<file path="src/rtl/arith_pkg.sv">
// Shared types for the switch-driven add/subtract datapath.
package arith_pkg;
  localparam int DATA_W = 8;
  typedef logic signed [DATA_W-1:0] operand_t;
  typedef struct packed {
    logic     ovf;
    operand_t sum;
  } alu_out_t;
endpackage

</file>
<file path="src/rtl/arith_addsub_if.sv">
// Board-facing bundle: operand switches, mode button and LED result.
interface arith_addsub_if #(parameter int WIDTH = 8);
  logic [2*WIDTH-1:0] sw;
  logic               btnc;
  logic [WIDTH:0]     led;

  modport master (output sw, output btnc, input led);
  modport slave  (input sw, input btnc, output led);
endinterface

</file>
<file path="src/rtl/full_adder.sv">
// One-bit full adder cell of the ripple-carry chain.
module full_adder (
  input  logic a,
  input  logic b,
  input  logic cin,
  output logic s,
  output logic cout
);
  assign s    = a ^ b ^ cin;
  assign cout = (a & b) | (cin & (a ^ b));
endmodule

</file>
<file path="src/rtl/arith_addsub_top.sv">
// Two's-complement add/subtract: A=sw[7:0], B=sw[15:8], btnc selects A-B.
// led = {overflow, result}, optionally registered on clk.
module arith_addsub_top
  import arith_pkg::*;
#(
  parameter int WIDTH        = DATA_W,
  parameter bit REGISTER_OUT = 1'b0
) (
  input  logic          clk,
  input  logic          rst_n,
  arith_addsub_if.slave bus
);
  logic [WIDTH-1:0] a, b, b_eff, s;
  logic [WIDTH:0]   c;
  alu_out_t         res;

  assign a     = bus.sw[WIDTH-1:0];
  assign b     = bus.sw[2*WIDTH-1:WIDTH];
  // Subtract as A + ~B + 1: invert B and feed the mode bit in as carry.
  assign b_eff = b ^ {WIDTH{bus.btnc}};
  assign c[0]  = bus.btnc;

  for (genvar i = 0; i < WIDTH; i++) begin : g_fa
    full_adder u_fa (
      .a    (a[i]),
      .b    (b_eff[i]),
      .cin  (c[i]),
      .s    (s[i]),
      .cout (c[i+1])
    );
  end

  assign res.sum = operand_t'(s);
  assign res.ovf = c[WIDTH] ^ c[WIDTH-1];

  if (REGISTER_OUT) begin : g_reg
    logic [WIDTH:0] led_q;
    always_ff @(posedge clk or negedge rst_n) begin
      if (!rst_n) led_q <= '0;
      else        led_q <= res;
    end
    assign bus.led = led_q;
  end else begin : g_comb
    logic unused_clk_rst;
    assign unused_clk_rst = clk ^ rst_n;
    assign bus.led = res;
  end
endmodule

</file>
<file path="src/flat_wrapper.sv">
// flat-port wrapper written by rule: the top's interface ports become plain ports
module arith_addsub_top_flat import arith_pkg::*;
#(
  parameter int WIDTH        = DATA_W,
  parameter bit REGISTER_OUT = 1'b0
)
  (clk, rst_n, bus_sw, bus_btnc, bus_led);
  arith_addsub_if #(.WIDTH(WIDTH)) bus_i ();
  input  logic clk;
  input  logic rst_n;
  input wire logic [$bits(bus_i.sw)-1:0] bus_sw;
  input wire logic [$bits(bus_i.btnc)-1:0] bus_btnc;
  output wire logic [$bits(bus_i.led)-1:0] bus_led;
  assign bus_i.sw = bus_sw;
  assign bus_i.btnc = bus_btnc;
  assign bus_led = bus_i.led;
  arith_addsub_top #(.WIDTH(WIDTH), .REGISTER_OUT(REGISTER_OUT)) u_core (.clk(clk), .rst_n(rst_n), .bus(bus_i));
endmodule
</file>
<file path="config.mk">
export PLATFORM = sky130hd
export DESIGN_NAME = arith_addsub_top_flat
export DESIGN_NICKNAME = d
export VERILOG_FILES = /design/src/rtl/arith_pkg.sv /design/src/rtl/arith_addsub_if.sv /design/src/rtl/full_adder.sv /design/src/rtl/arith_addsub_top.sv /design/src/flat_wrapper.sv
export SDC_FILE = /design/constraint.sdc
export NUM_CORES = 1
export LEC_CHECK = 0
export ABC_AREA = 1
export CAP_MARGIN = 40
export CORE_AREA = 2 2 39 41
export DETAILED_ROUTE_END_ITERATION = 8
export DIE_AREA = 0 0 41 43
export PLACE_DENSITY_LB_ADDON = 0.3
export SYNTH_ARGS = -nofsm -noshare
export SYNTH_HDL_FRONTEND = slang
export SYNTH_SLANG_ARGS = --single-unit
</file>
<file path="constraint.sdc">
create_clock -name vclk -period 3.6
set_clock_uncertainty 0.1 [all_clocks]
set_input_delay 0.36 -clock vclk [all_inputs]
set_output_delay 0.36 -clock vclk [all_outputs]
set_load 0.01 [all_outputs]
</file>
## Word-level counts from Yosys, hierarchy flattened

Cells that the tools add are included.

| word-level totals | value |
|---|---|
| input bits | 19 |
| register bits after elaboration | 0 |
| logic and storage cells | 42 |

| cells by class | value |
|---|---|
| bitwise operators | 42 |

Operators with widths:

| operator | count |
|---|---|
| XOR 1 bit | 17 |
| bitwise AND 1 bit | 16 |
| OR 1 bit | 8 |
| XOR 8 bit | 1 |

## Logic depth before layout (Yosys ltp)

| logic depth | value |
|---|---|
| depth in word-level cells | 19 |
| mapped depth | 14 |

## Modules after synthesis

A second synthesis with hierarchy kept.

| unflattened totals | value |
|---|---|
| cells, all modules | 47 |
| area total of the unflattened synthesis | 314.1 µm² |

Modules (own cells, without submodules):

| module | instances | cells an instance | seq. area each (µm²) | area each (µm²) |
|---|---|---|---|---|
| full_adder | 8 | 1 | 0.0 | 20.0 |
| arith_addsub_top | 1 | 39 | 0.0 | 153.9 |

## Worst setup path after synthesis

No wires, ideal clock.

| timing | value |
|---|---|
| path kind | input to output |
| start point | input bus_btnc |
| end point | output bus_led[7] |
| cell stages on the path | 13 |
| arrival time | 3481 ps |
| data required time | 3140 ps |
| slack | -341 ps |
| cells stage by stage | buf_6 > xnor2_1 > fa_1 > fa_1 > fa_1 > fa_1 > inv_1 > fa_1 > inv_1 > fa_1 > fa_1 > inv_1 > buf_4 |

| on the way | value |
|---|---|
| word-level cells in the longest chain between the ends | 17 |
| elaborated cells on any way between the ends | 31 |
| those cells by class | bitwise (31) |

Ends and longest elaborated chain:

| item | RTL line | text |
|---|---|---|
| start: declaration | flat_wrapper.sv:12 | `input wire logic [$bits(bus_i.btnc)-1:0] bus_btnc;` |
| XOR 8 bit | arith_addsub_top.sv:20 | `assign b_eff = b ^ {WIDTH{bus.btnc}};` |
| XOR 1 bit | full_adder.sv:10 | `assign cout = (a & b) \| (cin & (a ^ b));` |
| bitwise AND 1 bit | full_adder.sv:10 |  |
| OR 1 bit | full_adder.sv:10 |  |
| bitwise AND 1 bit | full_adder.sv:10 |  |
| OR 1 bit | full_adder.sv:10 |  |
| bitwise AND 1 bit | full_adder.sv:10 |  |
| OR 1 bit | full_adder.sv:10 |  |
| bitwise AND 1 bit | full_adder.sv:10 |  |
| OR 1 bit | full_adder.sv:10 |  |
| bitwise AND 1 bit | full_adder.sv:10 |  |
| OR 1 bit | full_adder.sv:10 |  |
| bitwise AND 1 bit | full_adder.sv:10 |  |
| OR 1 bit | full_adder.sv:10 |  |
| bitwise AND 1 bit | full_adder.sv:10 |  |
| OR 1 bit | full_adder.sv:10 |  |
| XOR 1 bit * | full_adder.sv:9 | `assign s = a ^ b ^ cin;` |
| end: declaration | flat_wrapper.sv:13 | `output wire logic [$bits(bus_i.led)-1:0] bus_led;` |

Every way passes the cells marked *; elsewhere a longest branch is shown, timed or not.

## Worst setup path in the final report

| timing | value |
|---|---|
| start point | input bus_sw[8] |
| end point | output bus_led[7] |

| on the way | value |
|---|---|
| word-level cells in the longest chain between the ends | 17 |
| elaborated cells on any way between the ends | 18 |
| those cells by class | bitwise (18) |

Ends and longest elaborated chain:

| item | RTL line | text |
|---|---|---|
| start: declaration | flat_wrapper.sv:11 | `input wire logic [$bits(bus_i.sw)-1:0] bus_sw;` |
| XOR 8 bit * | arith_addsub_top.sv:20 |  |
| XOR 1 bit | full_adder.sv:10 |  |
| bitwise AND 1 bit | full_adder.sv:10 |  |
| OR 1 bit * | full_adder.sv:10 |  |
| bitwise AND 1 bit * | full_adder.sv:10 |  |
| OR 1 bit * | full_adder.sv:10 |  |
| bitwise AND 1 bit * | full_adder.sv:10 |  |
| OR 1 bit * | full_adder.sv:10 |  |
| bitwise AND 1 bit * | full_adder.sv:10 |  |
| OR 1 bit * | full_adder.sv:10 |  |
| bitwise AND 1 bit * | full_adder.sv:10 |  |
| OR 1 bit * | full_adder.sv:10 |  |
| bitwise AND 1 bit * | full_adder.sv:10 |  |
| OR 1 bit * | full_adder.sv:10 |  |
| bitwise AND 1 bit * | full_adder.sv:10 |  |
| OR 1 bit * | full_adder.sv:10 |  |
| XOR 1 bit * | full_adder.sv:9 |  |

Marked as above.

==> flow_metrics.env <==
export IMPL_status="complete, but fails checks"
export IMPL_violations="setup timing"
export IMPL_dp_cells=96
export IMPL_min_period_over_period_pct=106
export IMPL_hold_ws_ns=1.45
export IMPL_syn_inst=58
export IMPL_ant_nets=0
export IMPL_fmax_mhz=262
export IMPL_routed_wl_microns=834
export IMPL_worst_ep_arrival_time_ns=3.35
export IMPL_syn2layout_area_growth_pct=71.7
export IMPL_worst_pin_slew_ns=0.208
export IMPL_ctsHoldBuffers=0
export IMPL_initial_core_util_pct=30.4
export IMPL_dr_first_iter_drc_count=2
export IMPL_fillCellCount=138
export IMPL_layout_drive_gt1_share_pct=41.7
export IMPL_fin_cells=100
export IMPL_irDropWorstVdd_mv=0.0888
export IMPL_viasPerCell=3.99
export IMPL_final_util_pct=52.2
export IMPL_timing_final_max_slew_violations=0
export IMPL_critPathMaxStageDelay_ns=0.55
export IMPL_dr_total_vias=399
export IMPL_die_x_microns=41
export IMPL_critPathLaunchType="primary input"
export IMPL_maxCapViolations=0
export IMPL_swShare_pct=42.2
export IMPL_critPathRequiredTime_ns=3.14
export IMPL_drc_errors=0
export IMPL_overflow=0
export IMPL_synth_cell_types=9
export IMPL_dr_pass1_iters=2
export IMPL_rows=14
export IMPL_multi_input_area_sq_um=317
export IMPL_rsz0062_at_grt="true"
export IMPL_crit_family="adder cells"
export IMPL_register_area_sq_um=0
export IMPL_pwr_share_seq_pct=0
export IMPL_antenna_found_initial=0
export IMPL_finalSetupViolCount=2
export IMPL_placed_cell_area_sq_um=677
export IMPL_grt_first_pass_wirelength_microns=1320
export IMPL_layout_commonest_cell="clkdlybuf4s50_1"
export IMPL_dp_hpwl_microns=640
export IMPL_relSlewSlack_pct=86.0
export IMPL_die_area_sq_um=1760
export IMPL_clock_power_share_pct=0
export IMPL_grt_pass1_vias=392
export IMPL_io_buffer_count=26
export IMPL_powerDensity_nw_per_um2=214
export IMPL_internal_power_w=0.0000894
export IMPL_hold_class="in -> out"
export IMPL_setup_ws_ns=-0.213
export IMPL_hp_start="bus_sw[6]"
export IMPL_path_buf_inv=6
export IMPL_crit_start="bus_sw[8]"
export IMPL_final_hold_violation_count=0
export IMPL_combPwrFrac_pct=100.0
export IMPL_avgSynthCellArea_sq_um=7.25
export IMPL_coreArea_sq_um=1380
export IMPL_wl_per_cell_microns=8.34
export IMPL_synthesis_nets=84
export IMPL_p_leak_nw=0.369
export IMPL_gp_congestion=0.601
export IMPL_yosysSeqAreaShare_pct=0
export IMPL_antenna_cells=0
export IMPL_io_pins=28
export IMPL_stdcell_area_sq_um=722
export IMPL_end_kind="primary output"
export IMPL_track_usage_pct=9.99
export IMPL_critPathMaxFanout=3
export IMPL_crit_top_cell="fa_2"
export IMPL_grt_max_degree=11
export IMPL_switching_power_w=0.0000652
export IMPL_finalSetupTns_ns=-0.383
export IMPL_ys_warn_count=0
export IMPL_netlist_area_sq_um=420
export IMPL_crit_type="in -> out"
export IMPL_cp_slowest_cell="fa_2"
export IMPL_final_cell_mix="clkdlybuf4s50_1, inv_1, nand2_1"
export IMPL_worstPathCellList="buf_8 > inv_4 > nand2_2 > o21a_1 > fa_2 > fa_2 > fa_2 > fa_2 > inv_2 > fa_2 > inv_2 > fa_2 > fa_2 > inv_2 > buf_6"
export IMPL_fin_crit_ns=3.81
export IMPL_nClkBuffers=0
export IMPL_final_nets=112
export IMPL_dieHeight_microns=43
export IMPL_seq_cells=0
## timing repair
item                                    CTS  global route
gates resized for setup                  42             6
pin swaps                                10             7
setup buffers                             2             2
gates cloned                              0             0
endpoints found under the setup margin    5             3
## power by group through the flow
| stage | clock network (W) | registers [W] | logic [W] |
|---|---|---|---|
| 2_1_floorplan | 0 | 0 | 0.000100 |
| 3_3_place_gp | 0 | 0 | 0.000151 |
| 3_5_place_dp | 0 | 0 | 0.000152 |
| 4_1_cts | 0 | 0 | 0.000149 |
| 5_1_grt | 0 | 0 | 0.000175 |
| 6_report | 0 | 0 | 0.000155 |
## cells in the mapped netlist
master   count  area share, %
fa_1         7             33
xnor2_1      6             12
o21a_1       1            1.8
buf_6        1            2.7
xor2_1       2            4.2
inv_1       18             16
buf_4        8             14
nand2_2      3            4.5
nand2_1     12             11
## per-stage QoR
step,power [W],setup WS [ns]
2_1_floorplan,0.000100,-0.155
3_3_place_gp,0.000151,-1.07
3_5_place_dp,0.000152,-1.11
4_1_cts,0.000149,-0.562
5_1_grt,0.000175,-0.322
6_report,0.000155,-0.213
## layer usage
layer | share of wire (%) | global-route usage, %
met1 | 32 | 10.8
met2 | 59 | 20.6
met3 | 8.4 | 0
met5 | 0 | 0
met4 | 0 | 0
## worst paths after layout
kind                          to  slack (ns)  cells past startpoint
worst max-delay path  bus_led[7]       -0.21                     15
worst min-delay path  bus_led[6]        1.45                      5
## tightest hold or removal path, cell delays in order
cell             delay, ns
clkdlybuf4s50_1       0.39
inv_1                 0.08
fa_2                  0.20
inv_1                 0.03
buf_2                 0.13
## final cells by class
class	instances	area share (%)
multi-input combinational	31	43.8
inverter	18	9.71
tap	16	2.77
timing repair buffer	35	43.7
## kinds of logic (layout without fill, tap and decap cells)
group | after synthesis | after routing | share of synthesized area [%]
AOI/OAI and AO/OA | 1 | 1 | 1.79
xor gates and xnor gates | 8 | 8 | 16.7
adders and majority gates | 7 | 7 | 33.3
buffers and inverters | 27 | 53 | 33.0
and+or+nand+nor | 15 | 15 | 15.2
No activity file was read; power rests on OpenSTA's default activity.
